### src/rtl/rv32i_types.sv
// Shared RV32 types: register width and the M-extension funct3 encodings.
package rv32i_types;

  localparam int unsigned XLEN = 32;

  typedef enum logic [2:0] {
    OpMul    = 3'd0,
    OpMulh   = 3'd1,
    OpMulhsu = 3'd2,
    OpMulhu  = 3'd3,
    OpDiv    = 3'd4,
    OpDivu   = 3'd5,
    OpRem    = 3'd6,
    OpRemu   = 3'd7
  } muldiv_funct3_t;

endpackage

### src/rtl/div_step.sv
// One restoring-division iteration: shift in a dividend bit, subtract if the divisor fits.
module div_step
  import rv32i_types::*;
(
  input  logic [XLEN-1:0] rem,
  input  logic [XLEN-1:0] divisor,
  input  logic            dividend_bit,
  output logic [XLEN-1:0] rem_next,
  output logic            quo_bit
);

  logic [XLEN:0]   shifted;
  logic [XLEN-1:0] diff;

  assign shifted  = {rem, dividend_bit};
  // rem < divisor on entry, so a successful subtraction always fits in XLEN bits
  assign diff     = shifted[XLEN-1:0] - divisor;
  assign quo_bit  = (shifted >= {1'b0, divisor});
  assign rem_next = quo_bit ? diff : shifted[XLEN-1:0];

endmodule

### src/rtl/muldiv_unit.sv
// Iterative RV32M multiply/divide unit: 32-cycle shift-add multiply, restoring divide.
module muldiv_unit #(
  parameter int unsigned XLEN = 32
) (
  input  logic            clk,
  input  logic            rst,
  input  logic            flush,
  input  logic            req_valid,
  output logic            req_ready,
  input  logic [2:0]      op,
  input  logic [XLEN-1:0] a,
  input  logic [XLEN-1:0] b,
  output logic            resp_valid,
  input  logic            resp_ready,
  output logic [XLEN-1:0] result
);

  import rv32i_types::*;

  localparam logic [1:0] IDLE = 2'd0;
  localparam logic [1:0] BUSY = 2'd1;
  localparam logic [1:0] DONE = 2'd2;
  localparam int unsigned CntW = $clog2(XLEN);

  logic [1:0]        state_q;
  logic [CntW-1:0]   cnt_q;
  muldiv_funct3_t    op_q;
  logic [2*XLEN-1:0] acc_q, mcand_q;
  logic [XLEN-1:0]   mplier_q, rem_q, dvsr_q, quo_q, result_q;
  logic              neg_q_q, neg_r_q;

  muldiv_funct3_t    op_in;
  logic              a_signed, b_signed, is_div, sdiv, a_neg, b_neg, div0, ovf;
  logic [2*XLEN-1:0] mcand_init, acc_init, acc_nx;
  logic [XLEN-1:0]   a_mag, b_mag, special_res, rem_nx, quo_nx, final_res;
  logic              qbit;

  assign op_in    = muldiv_funct3_t'(op);
  assign a_signed = op_in inside {OpMul, OpMulh, OpMulhsu};
  assign b_signed = op_in inside {OpMul, OpMulh};
  assign is_div   = op[2];
  assign sdiv     = is_div & ~op[0];
  assign a_neg    = sdiv & a[XLEN-1];
  assign b_neg    = sdiv & b[XLEN-1];
  assign a_mag    = a_neg ? -a : a;
  assign b_mag    = b_neg ? -b : b;
  assign div0     = is_div && (b == '0);
  assign ovf      = sdiv && (a == {1'b1, {(XLEN-1){1'b0}}}) && (b == '1);

  // A negative 33-bit multiplier's top bit weighs -2^XLEN; pre-load that term so the
  // XLEN shift-add iterations only cover the low bits.
  assign mcand_init = {{XLEN{a_signed & a[XLEN-1]}}, a};
  assign acc_init   = (b_signed & b[XLEN-1]) ? -{mcand_init[XLEN-1:0], {XLEN{1'b0}}} : '0;

  always_comb begin
    special_res = '0;
    if (div0)     special_res = op[1] ? a : '1;
    else if (ovf) special_res = op[1] ? '0 : {1'b1, {(XLEN-1){1'b0}}};
  end

  assign acc_nx = acc_q + (mplier_q[0] ? mcand_q : '0);

  div_step u_div_step (
    .rem          (rem_q),
    .divisor      (dvsr_q),
    .dividend_bit (quo_q[XLEN-1]),
    .rem_next     (rem_nx),
    .quo_bit      (qbit)
  );

  assign quo_nx = {quo_q[XLEN-2:0], qbit};

  always_comb begin
    final_res = '0;
    case (op_q)
      OpMul:                     final_res = acc_nx[XLEN-1:0];
      OpMulh, OpMulhsu, OpMulhu: final_res = acc_nx[2*XLEN-1:XLEN];
      OpDiv, OpDivu:             final_res = neg_q_q ? -quo_nx : quo_nx;
      default:                   final_res = neg_r_q ? -rem_nx : rem_nx;
    endcase
  end

  always_ff @(posedge clk) begin
    if (rst) begin
      state_q  <= IDLE;
      cnt_q    <= '0;
      op_q     <= OpMul;
      acc_q    <= '0;
      mcand_q  <= '0;
      mplier_q <= '0;
      rem_q    <= '0;
      dvsr_q   <= '0;
      quo_q    <= '0;
      neg_q_q  <= 1'b0;
      neg_r_q  <= 1'b0;
      result_q <= '0;
    end else if (flush) begin
      state_q  <= IDLE;
      cnt_q    <= '0;
      result_q <= '0;
    end else begin
      case (state_q)
        IDLE: begin
          if (req_valid) begin
            op_q     <= op_in;
            cnt_q    <= '0;
            acc_q    <= acc_init;
            mcand_q  <= mcand_init;
            mplier_q <= b;
            rem_q    <= '0;
            dvsr_q   <= b_mag;
            quo_q    <= a_mag;
            neg_q_q  <= a_neg ^ b_neg;
            neg_r_q  <= a_neg;
            if (div0 || ovf) begin
              state_q  <= DONE;
              result_q <= special_res;
            end else begin
              state_q <= BUSY;
            end
          end
        end
        BUSY: begin
          acc_q    <= acc_nx;
          mcand_q  <= mcand_q << 1;
          mplier_q <= mplier_q >> 1;
          rem_q    <= rem_nx;
          quo_q    <= quo_nx;
          cnt_q    <= cnt_q + 1'b1;
          if (cnt_q == CntW'(XLEN - 1)) begin
            state_q  <= DONE;
            result_q <= final_res;
          end
        end
        DONE: begin
          if (resp_ready) begin
            state_q  <= IDLE;
            result_q <= '0;
          end
        end
        default: state_q <= IDLE;
      endcase
    end
  end

  assign req_ready  = (state_q == IDLE);
  assign resp_valid = (state_q == DONE);
  assign result     = result_q;

endmodule

### config.mk
export PLATFORM = sky130hd
export DESIGN_NAME = muldiv_unit
export DESIGN_NICKNAME = d
export VERILOG_FILES = /design/src/rtl/rv32i_types.sv /design/src/rtl/div_step.sv /design/src/rtl/muldiv_unit.sv
export SDC_FILE = /design/constraint.sdc
export NUM_CORES = 1
export LEC_CHECK = 0
export CAP_MARGIN = 20
export CELL_PAD_IN_SITES_DETAIL_PLACEMENT = 0
export CELL_PAD_IN_SITES_GLOBAL_PLACEMENT = 1
export CORE_MARGIN = 2
export CORE_UTILIZATION = 50
export CTS_BUF_LIST = sky130_fd_sc_hd__clkbuf_2
export DETAILED_ROUTE_END_ITERATION = 8
export GPL_TIMING_DRIVEN = 0
export PLACE_DENSITY_LB_ADDON = 0.15
export SETUP_SLACK_MARGIN = 0.2
export SLEW_MARGIN = 10
export SYNTH_ARGS = -nofsm -noshare
export SYNTH_HDL_FRONTEND = slang
export SYNTH_HIERARCHICAL = 1
export SYNTH_SLANG_ARGS = --single-unit
### constraint.sdc
create_clock -name clk -period 11.5 [get_ports clk]
set_input_delay 1.725 -clock clk [delete_from_list [all_inputs] [get_ports clk]]
set_output_delay 1.725 -clock clk [all_outputs]
set_load 0.01 [all_outputs]
==> results of run 1 <==
==> where the power goes <==
group	switching [W]	total, W	internal, W
clock	0.000528	0.000829	0.000301
combinational	0.000569	0.000820	0.000251
sequential	0.0000624	0.00117	0.00111
total	0.00116	0.00282	0.00166
==> cells in the final DEF, fill, tap and decap left out, types with 32 or more instances in the layout <==
cell type	count
a211oi_1	108
a21o_1	47
a21oi_1	249
a221oi_1	33
a22oi_1	64
a31oi_1	37
and2_1	70
clkbuf_1	201
clkbuf_2	119
clkdlybuf4s50_1	91
dfxtp_1	300
ha_1	106
inv_1	90
mux2i_1	75
nand2_1	290
nand3_1	50
nand4_1	43
nor2_1	359
nor3_1	103
o21ai_0	196
or3_1	32
xnor2_1	119
xor2_1	107
==> worst max-delay path: stages (launching register included) <==
cell and delay [ps]:
dfxtp_1 350, inv_1 70, ha_1 270, clkbuf_1 270, nand4_1 250, nor3_1 670, o211ai_1 280, nor4b_4 230
o21ai_2 170, a31oi_4 130, o21a_4 290, inv_2 70, buf_2 230, mux2_2 400, or4_1 570, nor4_1 520
nand4b_1 360, o31ai_1 350, xor2_1 160, a221oi_1 800, o221ai_1 260, a31oi_1 400
==> synthesized netlist by cell type, drive strengths merged (16+ instances only) <==
cell type    n
o31ai       27
nor2b       18
inv         91
or3         33
a31oi       38
o21ai      201
nand4       43
ha         106
nand2      290
mux2        31
nand3       50
a21oi      250
o41ai       18
a22oi       64
xnor2      119
and2        71
nor2       359
a221oi      33
or4         16
xor2       107
buf         22
o211ai      25
nor3       103
nor4        27
clkbuf     201
o21bai      21
a211oi     109
dfxtp      300
a21o        47
mux2i       75
==> final timing paths <==
| check | start | to |
|---|---|---|
| setup / recovery | dvsr_q[10] | result[31] |
| hold / removal | mplier_q[31] | mplier_q[31] |
| setup reg to reg | dvsr_q[10] | result[31] |
| hold reg to reg | mplier_q[31] | mplier_q[31] |
==> flip-flops by register name (all words and copies together) (netlist names) <==
name,cells
acc_q,64
mcand_q,64
dvsr_q,32
mplier_q,32
quo_q,32
rem_q,32
result,32
cnt_q,5
op_q,3
state_q,2
neg_q_q,1
neg_r_q,1
==> layer usage <==
metal	share of wire [%]	up-vias	track usage [%]
met5	0.034	-	0
met4	5.9	2	22.9
met3	13	359	13.6
met2	39	1773	60.2
met1	42	12300	61.4
li1	-	11500	-
==> kinds of logic after synthesis <==
family | Yosys count | synth area share (%)
buffers and inverters | 315 | 5.44
and+or+nand+nor | 1064 | 21.8
DFF | 300 | 26.3
muxes | 106 | 4.96
adders and majority gates | 108 | 5.98
xor gates and xnor gates | 226 | 8.67
AOI/OAI and AO/OA | 940 | 26.9
==> area by class of cell <==
class / instances / area share (%)
Buffer: 223 / 3.54
Tap cell: 600 / 2.97
Sequential cell: 300 / 23.7
Clock buffer: 119 / 2.35
Inverter: 92 / 1.37
Clock inverter: 24 / 0.534
Timing Repair Buffer: 96 / 3.82
Multi-Input combinational cell: 2444 / 61.6
Antenna cell: 4 / 0.0396
==> stage by stage <==
stage                     instances  total power (W)
final                          3902          0.00282
after global routing           3902          0.00291
after CTS                      3896          0.00276
after detailed placement       3753          0.00196
after global placement         3750          0.00194
after floorplan                3059          0.00165
==> metrics.cfg, run 1 <==
[clock_tree]
h-tree-depth=3
cts_tree=yes
cts_hold_buf=0
cts_inserted_buffers=85
cts_resized=0
clock_path_buffers=3
clockRootBuffer=clkbuf_2
cts.sinks=300
clk_pin_slew_ps=100
clkLatencyLatePin_ps=1190
postCtsSetupBuffers=0

[sta]
hold_viol=0
fin_crit_ps=7310
slew_viol_final=0
setup-violations-final=0
rsz0062_at_grt=false
relSlewSlack_pct=18.1
finalSetupTns_ps=0
fin_hold_ws_ps=467
fmax_mhz=137
worstMarginPinSlew_ps=1230
timing.final.crit_share_pct=63.5
setup_ws_ps=4190
fin_skew_ps=133

[floorplan]
start_util_pct=50.5
die-area_um2=47400
rows=78
io_pins=106
die_width_um=218
fp.coreArea_um2=45200
die_h_um=218

[detailed_routing]
via_count=26000
drt_iter0_drc=3789
wl_per_cell_um=27.4
drc=0
first_pass_iters=8
avgViaCountPerCell=6.65
wl_um=107000
ant_nets=0

[yosys]
async_flop_share_pct=0
synth_top_area_share_pct=26.3
synth.distinct_cells=91
synth_fp_nets=3239
synth_edf_count=0
syn_area_per_cell_um2=7.46
ys_seq_area_share_pct=26.3
ys_warn_count=6
ys_seq_elements=300
syn_area_um2=22800
synth_area_leaders=dfxtp_1, nor2_1, ha_1
syn_inst=3059
yosys_most_used_dff=dfxtp_1
yosysTopAreaCell=dfxtp_1

[final_layout]
multi_input_area_um2=15600
regArea_um2=6010
design_area_um2=25300
drive_gt1_share_pct=6.76
fin_nets=3422
fill_cells=4406
final_core_util_pct=56.0
area_growth_pct=10.8

[min_path]
hold_path.class=flop to flop
holdPathStages=2

[setup_path]
crit_arrival_ps=8300
critPathLaunchType=flop
critical_path_class=flop to flop
r2r_setup_slack_ps=4190
crit_required_ps=12500
worstPathMaxFanout=10
r2r_cells=21
worst_setup_path_end_kind=flop

[global_route]
grt_pass1_vias=23700
antenna_found_initial=6
grt_max_degree=15
grt_pass1_wl_um=154000
track_usage_pct=44.0
grt_overflow=0

[power]
power.density_nw_per_um2=111
irDropWorstVdd_uv=89.1
p_leak_nw=9.53

[job]
maxCapViolCount=0

[placed_design]
routabilityCongestion=1.15
placed_area_um2=24500
hpwl_um=84300
io_buffer_count=91
place_ws_ps=4590

[outcome]
outcome=finished, final reports clean

No activity file was read; power rests on OpenSTA's default activity.
==> run 2: changes to the inputs <==
Settings changed: CORE_UTILIZATION 50 to 43.
Clock period 11.5 ns to 6.5 ns, I/O delays scaled along.
==> run 2 against run 1 <==
Effect of this change: clock-buffer cell count grew 4; clock skew grew 15 ps; sequential power grew 76%; clock power grew 83%; critical path depth shrank 1; maximum frequency grew 21%.
==> metrics.cfg, run 2 (synthesis results as in run 1) <==
[final_layout]
layout_common_cells=nor2_1, dfxtp_1, nand2_1
area_growth_pct=11.8
design_area_um2=25500  ; +0.96%
multi_input_area_um2=15700  ; +0.54%
top_regs=acc_q: 64 flops, mcand_q: 64 flops
final_core_util_pct=48.6  ; -7.4 points
fin_nets=3426  ; +0.12%
regArea_um2=6010  ; unchanged
drive_gt1_share_pct=7.25  ; +0.49 points
final_common_cell=nor2_1
stdcell_count=4001  ; +2.5%
fill_cells=5472  ; +24%

[clock_tree]
cts_inserted_buffers=89  ; +4.7%
clkLatencyLatePin_ps=1220  ; +30 ps
cts.sinks=300  ; unchanged
clock_path_buffers=3  ; unchanged
h-tree-depth=3  ; unchanged
clockRootBuffer=clkbuf_2
cts_hold_buf=0  ; unchanged
clk_pin_slew_ps=100  ; about the same
cts_tree=yes

[min_path]
holdPathStages=3  ; +1
hold_path_end=quo_q[31]
hold_path.class=primary input to flop
min_from=a[31]

[sta]
setup_ws_ps=438  ; -3750 ps
fin_crit_ps=6060  ; -1250 ps
setup-violations-final=0  ; unchanged
relSlewSlack_pct=17.4  ; -0.62 points
worstMarginPinSlew_ps=1230  ; +4.79 ps
hold_viol=0  ; unchanged
timing.final.crit_share_pct=93.3  ; +30 points
fmax_mhz=165  ; +21%
fin_skew_ps=148  ; +15.0 ps
rsz0062_at_grt=false
slew_viol_final=0  ; unchanged

[global_route]
antenna_found_initial=8  ; +2
grt_overflow=0  ; unchanged
grt_pass1_vias=23300  ; -1.5%
grt_max_degree=16  ; +1
grt_pass1_wl_um=160000  ; +3.9%
track_usage_pct=40.2  ; -3.8 points

[detailed_routing]
first_pass_iters=7  ; -1
drt_iter0_drc=3002  ; -21%
drc=0  ; unchanged
ant_nets=0  ; unchanged
wl_um=112000  ; +5.2%
wl_per_cell_um=28.1  ; +2.6%
via_count=25300  ; -2.4%
avgViaCountPerCell=6.33  ; -4.8%

[floorplan]
fp.coreArea_um2=52600  ; +16%
die_width_um=234  ; +7.7%
die_h_um=234  ; +7.7%
die-area_um2=55000  ; +16%
start_util_pct=43.4  ; -7.1 points
rows=84  ; +7.7%
io_pins=106  ; unchanged

[outcome]
outcome=finished, final reports clean

[setup_path]
r2r_setup_slack_ps=440  ; -3750 ps
crit_required_ps=7490  ; -5010 ps
r2r-end=result[24]
crit_arrival_ps=7050  ; -1250 ps
r2r_cells=20  ; -4.8%
regToRegStartpoint=dvsr_q[19]
critical_path_class=flop to flop
critPathLaunchType=flop
worstPathMaxFanout=10  ; unchanged
worst_setup_path_end_kind=flop

[placed_design]
hpwl_um=90000  ; +6.8%
dp.cells=3840  ; +2.3%
routabilityCongestion=1.06  ; -8.3%
place_ws_ps=-36.9  ; -4630 ps
io_buffer_count=91  ; unchanged
placed_area_um2=24600  ; +0.38%

[power]
p_leak_nw=9.60  ; +0.74%
irDropWorstVdd_uv=135  ; +52%
power_w=0.00508  ; +80%
power.density_nw_per_um2=199  ; +79%

[job]
maxCapViolCount=0  ; unchanged

==> run 2: cell types whose count changed in the layout (fill, tap and decap cells not counted), moves of 3 or more <==
| cell | change |
|---|---|
| a221oi_1 | -3 |
| a221oi_2 | +3 |
| buf_4 | +3 |
| buf_6 | -3 |
| clkbuf_1 | -3 |
| clkbuf_2 | +6 |
| clkinv_1 | +8 |
| inv_6 | +4 |
| nor4_1 | -3 |
==> run 2: metrics by stage <==
step           setup TNS [ps]  hold WS (ps)
2_1_floorplan               0           432
3_3_place_gp            -21.3           446
3_5_place_dp            -55.6           451
4_1_cts                     0           158
5_1_grt                     0           228
6_report                    0           259
==> run 2: routing by layer <==
layer / global-route usage, % / share of wire, % / vias up
li1: - / - / 11500
met1: 55.9 / 44 / 12200
met2: 57.1 / 40 / 1387
met3: 11.2 / 11 / 298
met4: 18.8 / 5.2 / 6
met5: 0 / 0.032 / -
==> run 2: worst max-delay path by stage <==
stage	cells past startpoint	end	from
6_report	20	result[24]	dvsr_q[19]
5_1_grt	21	result[24]	dvsr_q[1]
4_1_cts	23	result[29]	dvsr_q[10]
3_5_place_dp	23	result[27]	dvsr_q[10]
3_3_place_gp	21	result[31]	dvsr_q[10]
2_1_floorplan	22	result[24]	dvsr_q[10]
==> run 2: layout make-up <==
type                    count  area share [%]
multi-input cells        2444            61.4
flip-flops and latches    300            23.5
repair buffers             96            3.70
plain buffers             223            3.54
well taps                 688            3.37
clock buffers             123            2.41
inverters                  92            1.35
clock inverters            31           0.696
diodes                      4          0.0392
==> run 2: worst max-delay path, stage by stage, from the launching register on <==
cell and delay [ps]:
dfxtp_1 510, inv_1 80, ha_1 270, clkbuf_1 270, nand4_1 230, nor3_1 510
a31oi_1 200, a21boi_0 200, o21a_4 180, inv_2 70, buf_2 260, mux2_2 420
or4_1 620, nor4_4 240, nor2b_2 310, nand3b_1 230, o21ai_0 250, xor2_1 350
a211oi_1 210, nor4bb_1 320, a31oi_1 110
==> run 2: timing repair <==
action,in CTS,in global routing
gates resized for setup,5,14
setup buffers,0,3
pin swaps,0,2
setup endpoints to repair,7,14
==> run 2: report_power, final <==
part	internal, W	switching [W]
Sequential	0.00196	0.000105
Combinational	0.000457	0.00104
Clock	0.000567	0.000955
Total	0.00298	0.00210
